$ cat config.mk
export PLATFORM = sky130hd
export DESIGN_NAME = ym3014_rx
export DESIGN_NICKNAME = d
export VERILOG_FILES = /design/src/rtl/ym3014_rx.sv
export SDC_FILE = /design/constraint.sdc
export NUM_CORES = 1
export LEC_CHECK = 0
export ABC_AREA = 1
export ABC_CLOCK_PERIOD_IN_PS = 1800
export CAP_MARGIN = 20
export CORE_UTILIZATION = 30
export CTS_CLUSTER_SIZE = 20
export DETAILED_ROUTE_END_ITERATION = 16
export GPL_ROUTABILITY_DRIVEN = 0
export MAX_ROUTING_LAYER = met4
export PLACE_DENSITY = 0.59
export SYNTH_ARGS = -nofsm -noshare
export SYNTH_HDL_FRONTEND = slang
export SYNTH_SLANG_ARGS = --single-unit
$ cat constraint.sdc
create_clock -name iClk -period 1.8 [get_ports iClk]
set_clock_uncertainty 0.15 [all_clocks]
set_input_delay 0.36 -clock iClk [delete_from_list [all_inputs] [get_ports iClk]]
set_output_delay 0.36 -clock iClk [all_outputs]
set_load 0.03 [all_outputs]
$ cat src/rtl/ym3014_rx.sv
// YM3014 serial DAC receiver: resynchronises the chip's bit clock, LOAD and data,
// decodes the 3-bit-exponent floating-point word to linear PCM and emits a PDM bitstream.
module ym3014_rx #(
  parameter int SYNC_STAGES = 2
) (
  input  logic        iClk,
  input  logic        iRstN,
  input  logic        iDacClk,
  input  logic        iDacLoad,
  input  logic        iDacSd,
  output logic [15:0] oSample,
  output logic        oValid,
  output logic        oErr,
  output logic        oPdm
);

  logic [SYNC_STAGES-1:0] clk_sync_q, load_sync_q, sd_sync_q;
  logic                   clk_prev_q, load_prev_q;
  logic                   clk_rise, load_fall;
  logic [17:0]            word_q, word_d;
  logic [4:0]             cnt_q, cnt_d;
  logic [17:0]            dec_word_q, dec_word_d;
  logic                   dec_vld_q, dec_vld_d, dec_err_q, dec_err_d;
  logic signed [15:0]     sample_q, sample_d;
  logic                   valid_q, err_q;
  logic [16:0]            acc_q, acc_d;
  logic                   pdm_q;
  logic                   unused_lsbs;

  // Low five bits of the word carry no information.
  assign unused_lsbs = ^dec_word_q[4:0];

  function automatic logic signed [15:0] decode_word(input logic [17:5] w);
    logic [2:0]         e;
    logic signed [15:0] full;
    e    = ~w[17:15];
    full = $signed({~w[14], w[13:5], 6'b0});
    return full >>> e;
  endfunction

  always_comb begin
    clk_rise   = clk_sync_q[SYNC_STAGES-1] & ~clk_prev_q;
    load_fall  = ~load_sync_q[SYNC_STAGES-1] & load_prev_q;
    word_d     = word_q;
    cnt_d      = cnt_q;
    dec_word_d = dec_word_q;
    dec_vld_d  = 1'b0;
    dec_err_d  = 1'b0;
    // A bit arriving in the boundary cycle belongs to the frame being closed.
    if (clk_rise) begin
      word_d = {sd_sync_q[SYNC_STAGES-1], word_q[17:1]};
      if (cnt_q != 5'd31) cnt_d = cnt_q + 5'd1;
    end
    if (load_fall) begin
      if (cnt_d == 5'd18) begin
        dec_word_d = word_d;
        dec_vld_d  = 1'b1;
      end else begin
        dec_err_d  = 1'b1;
      end
      cnt_d = 5'd0;
    end
    sample_d = dec_vld_q ? decode_word(dec_word_q[17:5]) : sample_q;
    acc_d    = {1'b0, acc_q[15:0]} + {1'b0, sample_q ^ 16'h8000};
  end

  always_ff @(posedge iClk or negedge iRstN) begin
    if (!iRstN) begin
      clk_sync_q  <= '0;
      load_sync_q <= '0;
      sd_sync_q   <= '0;
      clk_prev_q  <= 1'b0;
      load_prev_q <= 1'b0;
      word_q      <= '0;
      cnt_q       <= '0;
      dec_word_q  <= '0;
      dec_vld_q   <= 1'b0;
      dec_err_q   <= 1'b0;
      sample_q    <= '0;
      valid_q     <= 1'b0;
      err_q       <= 1'b0;
      acc_q       <= '0;
      pdm_q       <= 1'b0;
    end else begin
      // synchronizer and edge-detect stage
      clk_sync_q  <= {clk_sync_q[SYNC_STAGES-2:0], iDacClk};
      load_sync_q <= {load_sync_q[SYNC_STAGES-2:0], iDacLoad};
      sd_sync_q   <= {sd_sync_q[SYNC_STAGES-2:0], iDacSd};
      clk_prev_q  <= clk_sync_q[SYNC_STAGES-1];
      load_prev_q <= load_sync_q[SYNC_STAGES-1];
      // shift / frame-boundary stage
      word_q      <= word_d;
      cnt_q       <= cnt_d;
      dec_word_q  <= dec_word_d;
      dec_vld_q   <= dec_vld_d;
      dec_err_q   <= dec_err_d;
      // decode output stage
      sample_q    <= sample_d;
      valid_q     <= dec_vld_q;
      err_q       <= dec_err_q;
      // delta-sigma stage
      acc_q       <= acc_d;
      pdm_q       <= acc_q[16];
    end
  end

  assign oSample = sample_q;
  assign oValid  = valid_q;
  assign oErr    = err_q;
  assign oPdm    = pdm_q;

endmodule

==> results of run 1 <==
==> power by group through the flow <==
| stage | Combinational [mW] | Sequential, mW | Clock [mW] |
|---|---|---|---|
| 3_5_place_dp | 0.217 | 1.87 | 0 |
| 3_3_place_gp | 0.211 | 1.87 | 0 |
| 2_1_floorplan | 0.108 | 1.87 | 0 |
| 4_1_cts | 0.232 | 1.84 | 1.99 |
| 5_1_grt | 0.271 | 1.85 | 2.07 |
| 6_report | 0.235 | 1.84 | 1.95 |
==> cell usage in the layout (no fill, tap or decap), types with 15 or more instances in the layout <==
cell type / count
nand2_1: 111
dfrtp_1: 71
buf_4: 33
o21ai_0: 31
inv_1: 28
nor2_1: 20
nand3_1: 19
nand2_2: 17
dlygate4sd2_1: 15
==> worst max-delay path: stages, from the launching register on <==
cell      delay, ns
dfrtp_1        0.39
ha_4           0.18
nand3_1        0.10
o21bai_2       0.18
nand3_2        0.11
nor2_4         0.24
nand3_4        0.17
nand2_2        0.12
nand2_1        0.05
==> synth_stat cells (all sizes together) (6+ instances only) <==
cell type	n	area share (%)
nand2	131	13
dfrtp	77	51
inv	33	3.3
o21ai	33	4.4
nand3	30	4.4
nor2	28	3.5
a21oi	22	3.0
ha	17	5.6
nand4	13	2.1
xor2	10	2.3
clkbuf	6	0.59
==> registers in the layout, indices dropped and copies added, names as in the netlist <==
register,count
clk_sync_q,2
oPdm,1
load_sync_q,2
sd_sync_q,2
cnt_q,5
load_prev_q,1
word_q,13
oValid,1
dec_err_q,1
oErr,1
acc_q,17
dec_word_q,13
oSample,16
clk_prev_q,1
dec_vld_q,1
==> layout make-up <==
class / count / area [um^2]
Fill cell: 1178 / 7070
Multi-Input combinational cell: 314 / 1990
Sequential cell: 77 / 1930
Timing Repair Buffer: 60 / 512
Clock buffer: 10 / 239
Tap cell: 168 / 210
Inverter: 33 / 124
Clock inverter: 6 / 86.3
==> final timing paths <==
path / cells past startpoint / from / to / slack [ns]
setup / recovery: 8 / cnt_q[1] / dec_word_q[8] / -0.02
hold / removal: 0 / acc_q[16] / oPdm / 0.20
setup reg to reg: 8 / cnt_q[1] / dec_word_q[8] / -0.02
hold reg to reg: 0 / acc_q[16] / oPdm / 0.20
max in group asynchronous: 3 / iRstN / word_q[5] / 0.65
min in group asynchronous: 2 / iRstN / acc_q[0] / 0.37
==> what timing repair did <==
item | 4_1_cts | 5_1_grt
hold buffers | 1 | 0
setup endpoints to repair | 34 | 27
endpoints found under the hold margin | 27 | 0
buffers inserted | 2 | 4
resized for setup | 34 | 53
cloned | 2 | 0
pin swaps | 4 | 14
==> logic make-up (layout without fill, tap and decap cells) <==
group,after synthesis,in the layout,synth area share (%)
AO/OA/AOI/OAI,74,74,11.3
XOR/XNOR,12,12,2.77
adder cells (fa/ha/maj),18,18,6.12
buffers and inverters,44,109,4.74
flip-flops,77,77,50.7
multiplexers,1,1,0.263
AND/OR/NAND/NOR,208,209,24.1
==> per-layer routing <==
| metal | vias up | part of all wire (%) |
|---|---|---|
| met5 | - | 0 |
| met4 | 0 | 2.1 |
| met3 | 15 | 3.4 |
| met2 | 57 | 48 |
| met1 | 1470 | 46 |
| li1 | 1570 | - |
==> metrics by stage <==
step | util [%] | std cells | area [um^2]
after detailed placement | 36.8 | 643 | 4470
after floorplan | - | 434 | 3850
final | 41.9 | 668 | 5090
after CTS | 40.1 | 664 | 4880
after global routing | 41.9 | 668 | 5090
after global placement | 36.8 | 643 | 4470
==> qor.csv, run 1 <==
stage;metric;value;unit
clock_network;TritonCTS buffer count;9;
placement;Post-Place Worst Slack;-0.0305;ns
floorplanning;Die Height;115;um
sta;Hold Slack;0.198;ns
yosys;mapped cell area;3800;um^2
pwr;pwr/cell area;790;nW/um^2
global_routing;first-pass GRT wire length;14400;um
global_routing;met1 usage;17.6;%
worst_setup_path;CP Max Fanout;7;
yosys;Avg Cell Area, Syn;8.76;um^2
pwr;part of the power in the clock network;48.4;%
detailed_routing;Detailed Route WL;8660;um
hold_path;Hold Crit Class;reg -> reg;
cells_and_area;share of layout cells above drive strength 1;26.0;%
global_routing;GRT Total Usage;14.7;%
placement;Port Buffer Count;23;
worst_setup_path;Setup Crit Path Kind;reg -> reg;
pwr;power share of the sequential group;45.7;%
cells_and_area;Area Overhead vs Synth;34.0;%
yosys;Top FF cell, synth;dfrtp_1;
worst_setup_path;Worst Setup Start Kind;register;
yosys;Post-synth EDFFs;0;
pwr;peak supply drop;0.562;mV
sta;Slew @ Worst Pin;0.519;ns
pwr;Leakage Power;2.49;nW
sta;final number of setup-violating endpoints;4;
pwr;Pint;3.14;mW
floorplanning;die width;115;um
detailed_routing;DR vias/cell;4.66;
floorplanning;I/O Pins;24;
worst_setup_path;crit path DAT;1.89;ns
floorplanning;Die Footprint;13100;um^2
detailed_routing;Pre-antenna DRT Iters;4;
yosys;Synth Register Bits;77;
flow_run;MaxCap Viol Count;0;
sta;max_slew headroom;65.4;%
global_routing;largest net degree at the start of global routing;33;
global_routing;met2 Use GR;23.7;%
clock_network;clk slew on worst S/H paths;0.06;ns
status;status;finished, violations left;
clock_network;H-tree depth;3;
pwr;Design Power;4.02;mW
clock_network;Root Buffer;clkbuf_16;
detailed_routing;routed len/inst;13.0;um
clock_network;Max Root-Sink Buffers;2;
pwr;Switch Pwr;0.883;mW
yosys;Syn Nets;457;
cells_and_area;Nets;518;
floorplanning;core region area;12200;um^2
sta;RSZ-0062 raised after global routing;yes;
worst_setup_path;Worst Setup End Kind;register;
floorplanning;floorplan row count;40;
yosys;Post-Syn Instances;434;
sta;minimum clock period;1.82;ns
floorplanning;Initial Utilization;31.2;%
worst_setup_path;WP data required;1.87;ns
clock_network;Skew-Pair Late Insertion Delay;0.34;ns
global_routing;global route overflow;0;
clock_network;CTS tree;done;
clock_network;Clock Sinks;77;
yosys;register area share after synthesis;50.7;%
sta;Pins Over Slew Limit;0;
detailed_routing;# DRC;0;
global_routing;GR Util met3;3.55;%
global_routing;GR peak layer;met2;
pwr;switch share;21.9;%
yosys;Yosys warning total;0;
yosys;asr flop ratio synth;100;%
sta;Final Hold Viols;0;
global_routing;vias in the first global route;3068;
status;failing checks;negative setup slack;
sta;setup_tns;-0.0485;ns
detailed_routing;Via Count;3112;
pwr;Logic pwr share;5.8;%
detailed_routing;Detail Route Antenna Nets;0;
global_routing;initial antenna violation count;0;
detailed_routing;initial DRC count;160;
sta;Max Clk Rate;0.550;GHz
cells_and_area;diodes inserted;0;
yosys;Netlist cell types;37;
sta;post-route setup slack;-0.0175;ns
placement;Post-DP HPWL;6270;um
sta;period utilisation layout;101;%
Note: power is estimated with default switching activity, not from simulation.
==> run 2: changes to the inputs <==
--- a/config.mk
+++ b/config.mk
@@ -5,15 +5,16 @@
 export SDC_FILE = /design/constraint.sdc
 export NUM_CORES = 1
 export LEC_CHECK = 0
-export ABC_AREA = 1
 export ABC_CLOCK_PERIOD_IN_PS = 1800
 export CAP_MARGIN = 20
 export CORE_UTILIZATION = 30
+export CTS_CLUSTER_DIAMETER = 80
 export CTS_CLUSTER_SIZE = 20
 export DETAILED_ROUTE_END_ITERATION = 16
 export GPL_ROUTABILITY_DRIVEN = 0
 export MAX_ROUTING_LAYER = met4
 export PLACE_DENSITY = 0.59
+export SLEW_MARGIN = 0
 export SYNTH_ARGS = -nofsm -noshare
 export SYNTH_HDL_FRONTEND = slang
 export SYNTH_SLANG_ARGS = --single-unit
==> run 2 against run 1 <==
The flow still finishes with violations (negative setup slack). Sequential power about the same. Flip-flop and latch count unchanged. Sequential share of layout area shrank 0.47 points. Critical endpoint is now acc_q[13]. Largest cell class is now flip-flops and latches.
==> qor.csv, run 2 <==
stage;metric;value;unit;change
worst_setup_path;RR Endpoint;acc_q[13];;
placement;Post-DP HPWL;5570;um;-11%
detailed_routing;routed len/inst;13.6;um;+5.2%
floorplanning;Initial Utilization;31.0;%;-0.28 points
floorplanning;die width;114;um;-0.65%
pwr;peak supply drop;0.329;mV;-41%
global_routing;first-pass GRT wire length;14200;um;-1.2%
cells_and_area;fin util;42.6;%;+0.75 points
pwr;pwr/cell area;754;nW/um^2;-4.6%
yosys;Commonest cells post-synth;dfrtp_1, nand2_1, a21oi_1, nor2_1, ha_1;;
floorplanning;Die Height;114;um;-0.65%
clock_network;Skew-Pair Late Insertion Delay;0.34;ns;about the same
sta;Max Clk Rate;0.425;GHz;-23%
yosys;Top FF cell, synth;dfrtp_1;;
worst_setup_path;slowest CP cell;dfrtp_2;;
yosys;register area share after synthesis;51.4;%;+0.68 points
cells_and_area;number of flip-flops under the largest register name;17;;unchanged
detailed_routing;# DRC;0;;unchanged
sta;Pins Over Slew Limit;0;;unchanged
clock_network;Max Root-Sink Buffers;2;;unchanged
global_routing;global route overflow;0;;unchanged
yosys;Synth top area share;51.4;%;+0.68 points
worst_setup_path;CP cell instances;ha_4 -> a21oi_4 -> nand4b_1 -> a2111oi_4 -> o211ai_2 -> mux2i_1 -> or4_1;;
yosys;mapped cell area;3750;um^2;-1.3%
global_routing;initial antenna violation count;0;;unchanged
flow_run;MaxCap Viol Count;0;;unchanged
sta;Final Hold Viols;0;;unchanged
worst_setup_path;reg2reg setup slack;-0.55;ns;-0.54 ns
worst_setup_path;R2R depth;7;;-1
worst_setup_path;slowest stage delay, CP;0.42;ns;+0.03 ns
worst_setup_path;Crit path buffers/inverters;0;;unchanged
clock_network;H-tree depth;3;;unchanged
worst_setup_path;CP Max Fanout;2;;-5
global_routing;vias in the first global route;2946;;-4.0%
pwr;Leakage Power;2.61;nW;+4.7%
status;failing checks;negative setup slack;;
detailed_routing;initial DRC count;104;;-35%
sta;post-route setup slack;-0.554;ns;-0.537 ns
detailed_routing;Detailed Route WL;8340;um;-3.6%
cells_and_area;commonest non-fill, non-tap cell in the layout;dfrtp_1;;
placement;dpl cell area;4670;um^2;+4.5%
cells_and_area;diodes inserted;0;;unchanged
worst_setup_path;FF-to-FF Start;oSample[1];;
yosys;synth top area cells;dfrtp_1, nand2_1, ha_1, mux2i_1, a21oi_1;;
worst_setup_path;Critical Path Stages;7;;-1
floorplanning;Die Footprint;13000;um^2;-1.3%
cells_and_area;commonest cells after routing, fill and taps aside;dfrtp_1, buf_4, nand2_1;;
sta;max_slew headroom;65.0;%;-0.43 points
sta;minimum clock period;2.35;ns;+0.537 ns
sta;period utilisation layout;131;%;+30 points
cells_and_area;share of layout cells above drive strength 1;32.7;%;+6.7 points
sta;RSZ-0062 raised after global routing;yes;;
yosys;Netlist cell types;57;;+54%
yosys;most frequent cell after synthesis;dfrtp_1;;
worst_setup_path;cell family with most CP delay;simple AND/OR/NAND/NOR gates;;
yosys;Post-synth EDFFs;0;;unchanged
cells_and_area;final instance area;5160;um^2;+1.4%
yosys;asr flop ratio synth;100;%;unchanged
worst_setup_path;WP data required;1.86;ns;about the same
yosys;Post-Syn Instances;348;;-20%
clock_network;Root Buffer;clkbuf_16;;
yosys;Yosys warning total;0;;unchanged
clock_network;CTS tree;done;;
yosys;Syn Nets;371;;-19%
hold_path;Hold Crit Depth;0;;unchanged
worst_setup_path;crit path DAT;2.41;ns;+0.52 ns
sta;final number of setup-violating endpoints;26;;+22
cells_and_area;Most flops, register;acc_q;;
worst_setup_path;Worst Setup EP;acc_q[13];;
detailed_routing;Detail Route Antenna Nets;0;;unchanged
worst_setup_path;Worst Setup SP;oSample[1];;
hold_path;worst hold start;clk_sync_q[0];;
cells_and_area;Area Overhead vs Synth;37.6;%;
cells_and_area;Nets;462;;-11%
detailed_routing;Pre-antenna DRT Iters;4;;unchanged
clock_network;TritonCTS buffer count;9;;unchanged
status;status;finished, violations left;;
worst_setup_path;Setup Crit Path Kind;reg -> reg;;
floorplanning;floorplan row count;40;;unchanged
yosys;Synth Register Bits;77;;unchanged
clock_network;Clock Sinks;77;;unchanged
sta;setup_tns;-7.34;ns;-7.29 ns
global_routing;largest net degree at the start of global routing;78;;+140%
detailed_routing;DR vias/cell;4.60;;-1.3%
yosys;Avg Cell Area, Syn;10.8;um^2;+23%
detailed_routing;Via Count;2814;;-9.6%
clock_network;clk slew on worst S/H paths;0.06;ns;about the same
placement;Port Buffer Count;23;;unchanged
global_routing;GRT Total Usage;14.7;%;+0.068 points
yosys;post-synth top area cell;dfrtp_1;;
worst_setup_path;Worst Setup Start Kind;register;;
floorplanning;core region area;12100;um^2;-0.41%
floorplanning;I/O Pins;24;;unchanged
worst_setup_path;Worst Setup End Kind;register;;
hold_path;Hold Crit Class;reg -> reg;;
sta;Slew @ Worst Pin;0.525;ns;+0.00697 ns
run 2: cell count changes after synthesis, moves of 9 or more:
cell     before  now
nand2_1     129   59
mux2_4        0    9
a21oi_1      21   31
nand3_1      28    1
mux2i_1       1   16
o21ai_0      32    4
nand4_1      13    1
inv_1        29    9
run 2: worst min path at each step:
| stage | to | slack (ns) |
|---|---|---|
| 4_1_cts | clk_sync_q[1] | 0.20 |
| 3_5_place_dp | clk_sync_q[1] | 0.19 |
| 5_1_grt | oErr | 0.20 |
| 3_3_place_gp | oErr | 0.18 |
| 6_report | clk_sync_q[1] | 0.20 |
| 2_1_floorplan | acc_q[0] | -0.09 |
run 2: layout make-up:
cell class                      count  area, um^2
Inverter                           11        41.3
Multi-Input combinational cell    247        1930
Tap cell                          168         210
Clock inverter                      4        47.5
Clock buffer                       12         246
Fill cell                        1189        6950
Sequential cell                    77        1940
Timing Repair Buffer               93         748
run 2: stage by stage:
stage | std cells | hold WS, ns | power, mW | setup WS [ns]
2_1_floorplan | 348 | -0.0856 | 1.99 | -0.536
3_3_place_gp | 585 | 0.185 | 2.09 | -0.547
3_5_place_dp | 585 | 0.187 | 2.10 | -0.581
4_1_cts | 609 | 0.199 | 3.93 | -0.576
5_1_grt | 612 | 0.204 | 4.04 | -0.645
6_report | 612 | 0.197 | 3.89 | -0.554
run 2: timing repair:
| action | CTS | global route |
|---|---|---|
| buffers inserted | 6 | 4 |
| hold buffers | 1 | 0 |
| gates cloned | 1 | 0 |
| endpoints found under the setup margin | 45 | 30 |
| pin swaps | 14 | 11 |
| hold endpoints to repair | 77 | 0 |
| gates resized for setup | 40 | 12 |
run 2: kinds of logic (layout without fill, tap and decap cells):
group | count (synthesis) | in the layout | synth area share (%)
fa+ha+maj | 18 | 18 | 6.21
buf+inv | 25 | 120 | 3.37
compound gates | 70 | 70 | 12.1
simple gates | 110 | 111 | 13.1
flops | 77 | 77 | 51.4
xor+xnor | 14 | 14 | 3.27
mux | 34 | 34 | 10.6
run 2: worst register-to-register path, stage by stage (launching register included):
cell	delay, ns
dfrtp_2	0.42
ha_4	0.28
a21oi_4	0.05
nand4b_1	0.26
a2111oi_4	0.42
o211ai_2	0.13
mux2i_1	0.13
or4_1	0.39
run 2: power by group:
group          switching (mW)  leakage (nW)  internal, mW  total (mW)
Sequential             0.0424          1.02          1.81        1.85
Combinational           0.143          1.45        0.0964       0.240
Clock                   0.689         0.143          1.11        1.80
Total                   0.875          2.61          3.02        3.89
run 2: routing by layer:
layer	global-route usage (%)	vias up	wire, um
met1	17.4	1365	3780
met3	2.13	17	186
met4	9.09	0	261
met2	23.8	33	4110
li1	-	1399	-
met5	-	-	0
==> run 3: changes to the inputs <==
--- a/config.mk
+++ b/config.mk
@@ -6,13 +6,11 @@
 export NUM_CORES = 1
 export LEC_CHECK = 0
 export ABC_CLOCK_PERIOD_IN_PS = 1800
-export CAP_MARGIN = 20
 export CORE_UTILIZATION = 30
 export CTS_CLUSTER_DIAMETER = 80
 export CTS_CLUSTER_SIZE = 20
 export DETAILED_ROUTE_END_ITERATION = 16
 export GPL_ROUTABILITY_DRIVEN = 0
-export MAX_ROUTING_LAYER = met4
 export PLACE_DENSITY = 0.59
 export SLEW_MARGIN = 0
 export SYNTH_ARGS = -nofsm -noshare
==> run 3 against run 2 <==
The flow still finishes with violations (negative setup slack). Die area unchanged. Combinational power is essentially flat. Sequential share of layout area unchanged. Power barely moved. Utilization is the same. Maximum frequency about the same. Via count rose by 0.39%. Register-to-register slack hardly changed. Critical endpoint unchanged. Largest cell class unchanged. Largest power group unchanged.
==> qor.csv, run 3 (synthesis gave the netlist of run 2 again) <==
stage;metric;value;unit;change
status;status;finished, violations left;;
status;failing checks;negative setup slack;;
cells_and_area;Most flops, register;acc_q;;
hold_path;Hold Crit Class;reg -> reg;;
cells_and_area;Area Overhead vs Synth;37.6;%;unchanged
cells_and_area;final instance area;5160;um^2;unchanged
global_routing;largest net degree at the start of global routing;78;;unchanged
clock_network;Max Root-Sink Buffers;2;;unchanged
worst_setup_path;Worst Setup Start Kind;register;;
cells_and_area;commonest non-fill, non-tap cell in the layout;dfrtp_1;;
floorplanning;I/O Pins;24;;unchanged
detailed_routing;Post-Route M1 WL;3750;um;-0.77%
detailed_routing;Max Used Layer;met4;;
floorplanning;floorplan row count;40;;unchanged
worst_setup_path;slowest stage delay, CP;0.42;ns;about the same
floorplanning;Initial Utilization;31.0;%;unchanged
sta;Max Clk Rate;0.424;GHz;about the same
flow_run;MaxCap Viol Count;0;;unchanged
detailed_routing;met3 wire length;189;um;+1.6%
detailed_routing;Detail Route Antenna Nets;0;;unchanged
global_routing;GRT Total Usage;14.3;%;-0.47 points
cells_and_area;number of flip-flops under the largest register name;17;;unchanged
cells_and_area;share of layout cells above drive strength 1;32.7;%;unchanged
cells_and_area;commonest cells after routing, fill and taps aside;dfrtp_1, buf_4, nand2_1;;
floorplanning;die width;114;um;unchanged
pwr;part of the power in the clock network;46.1;%;about the same
worst_setup_path;CP cell instances;ha_4 -> a21oi_4 -> nand4b_1 -> a2111oi_4 -> o211ai_2 -> mux2i_1 -> or4_1;;
detailed_routing;met2 wire length;4140;um;+0.58%
clock_network;H-tree depth;3;;unchanged
sta;final number of setup-violating endpoints;26;;unchanged
worst_setup_path;crit path DAT;2.42;ns;about the same
worst_setup_path;slowest CP cell;dfrtp_2;;
placement;Port Buffer Count;23;;unchanged
pwr;Logic pwr share;6.1;%;about the same
pwr;Switch Pwr;0.873;mW;-0.23%
worst_setup_path;CP Max Fanout;2;;unchanged
floorplanning;Die Footprint;13000;um^2;unchanged
detailed_routing;Pre-antenna DRT Iters;5;;+1
sta;Pins Over Slew Limit;0;;unchanged
clock_network;Clock Sinks;77;;unchanged
cells_and_area;diodes inserted;0;;unchanged
detailed_routing;DR vias/cell;4.62;;+0.39%
detailed_routing;initial DRC count;111;;+6.7%
pwr;Design Power;3.89;mW;about the same
worst_setup_path;Crit path buffers/inverters;0;;unchanged
pwr;power share of the sequential group;47.7;%;about the same
sta;post-route setup slack;-0.556;ns;-0.00155 ns
clock_network;Root Buffer;clkbuf_16;;
detailed_routing;Via Count;2825;;+0.39%
floorplanning;core region area;12100;um^2;unchanged
sta;Final Hold Viols;0;;unchanged
cells_and_area;fin util;42.6;%;unchanged
pwr;switch share;22.5;%;-0.039 points
sta;max_slew headroom;64.9;%;about the same
worst_setup_path;Worst Setup End Kind;register;;
worst_setup_path;Setup Crit Path Kind;reg -> reg;;
detailed_routing;routed len/inst;13.6;um;about the same
global_routing;first-pass GRT wire length;14200;um;-0.20%
worst_setup_path;WP data required;1.86;ns;about the same
detailed_routing;# DRC;0;;unchanged
global_routing;global route overflow;0;;unchanged
clock_network;Skew-Pair Late Insertion Delay;0.34;ns;about the same
sta;period utilisation layout;131;%;about the same
detailed_routing;Detailed Route WL;8340;um;about the same
sta;Slew @ Worst Pin;0.526;ns;+0.000437 ns
worst_setup_path;cell family with most CP delay;simple AND/OR/NAND/NOR gates;;
pwr;Pint;3.02;mW;about the same
clock_network;TritonCTS buffer count;9;;unchanged
sta;Hold Slack;0.197;ns;unchanged
sta;setup_tns;-7.44;ns;-0.0952 ns
sta;RSZ-0062 raised after global routing;yes;;
floorplanning;Die Height;114;um;unchanged
global_routing;vias in the first global route;2948;;+0.068%
clock_network;CTS tree;done;;
placement;Post-DP HPWL;5570;um;unchanged
pwr;Leakage Power;2.61;nW;unchanged
pwr;peak supply drop;0.329;mV;-0.15%
sta;minimum clock period;2.36;ns;+0.00155 ns
pwr;pwr/cell area;753;nW/um^2;about the same
global_routing;initial antenna violation count;0;;unchanged
cells_and_area;Nets;462;;unchanged
clock_network;clk slew on worst S/H paths;0.06;ns;about the same
placement;dpl cell area;4670;um^2;unchanged
run 3: path summary, 6_finish.rpt:
| path | startpoint | slack (ns) | cells past startpoint | to |
|---|---|---|---|---|
| min in group asynchronous | iRstN | 0.43 | 3 | acc_q[3] |
| hold reg to reg | clk_sync_q[0] | 0.20 | 0 | clk_sync_q[1] |
| hold / removal | clk_sync_q[0] | 0.20 | 0 | clk_sync_q[1] |
| max in group asynchronous | iRstN | 0.73 | 3 | dec_word_q[16] |
| setup / recovery | oSample[1] | -0.56 | 7 | acc_q[13] |
| setup reg to reg | oSample[1] | -0.56 | 7 | acc_q[13] |
run 3: power by group through the flow:
stage               sequential [mW]  clock, mW  combinational [mW]
floorplan                      1.88          0               0.106
global placement               1.88          0               0.212
detailed placement             1.88          0               0.218
CTS                            1.85       1.84               0.236
global route                   1.87       1.90               0.273
finish                         1.86       1.79               0.239
run 3: layout make-up:
class / count / area (um^2)
flip-flops and latches: 77 / 1940
clock inverters: 4 / 47.5
fillers: 1187 / 6950
well taps: 168 / 210
clock buffers: 12 / 246
repair buffers: 93 / 748
multi-input cells: 247 / 1930
inverters: 11 / 41.3
run 3: what timing repair did:
item | CTS | global route
endpoints found under the hold margin | 77 | 0
setup buffers | 6 | 4
cloned | 1 | 0
pin swaps | 14 | 11
gates resized for setup | 40 | 12
setup endpoints to repair | 45 | 30
hold buffers | 1 | 0
run 3: worst reg2reg max path, stage by stage, from the launching register on:
cell	delay [ns]
dfrtp_2	0.42
ha_4	0.28
a21oi_4	0.05
nand4b_1	0.26
a2111oi_4	0.42
o211ai_2	0.13
mux2i_1	0.13
or4_1	0.39
run 3: through the flow:
| step | worst slack, ns | std cells |
|---|---|---|
| final | -0.556 | 612 |
| after global routing | -0.645 | 612 |
| after CTS | -0.576 | 609 |
| after detailed placement | -0.581 | 585 |
| after global placement | -0.547 | 585 |
| after floorplan | -0.536 | 348 |
run 3: layer usage:
| layer | global-route usage [%] | up-vias |
|---|---|---|
| met5 | 0 | - |
| met1 | 17.3 | 1372 |
| met4 | 9.09 | 0 |
| met2 | 23.8 | 37 |
| met3 | 2.13 | 17 |
| li1 | - | 1399 |
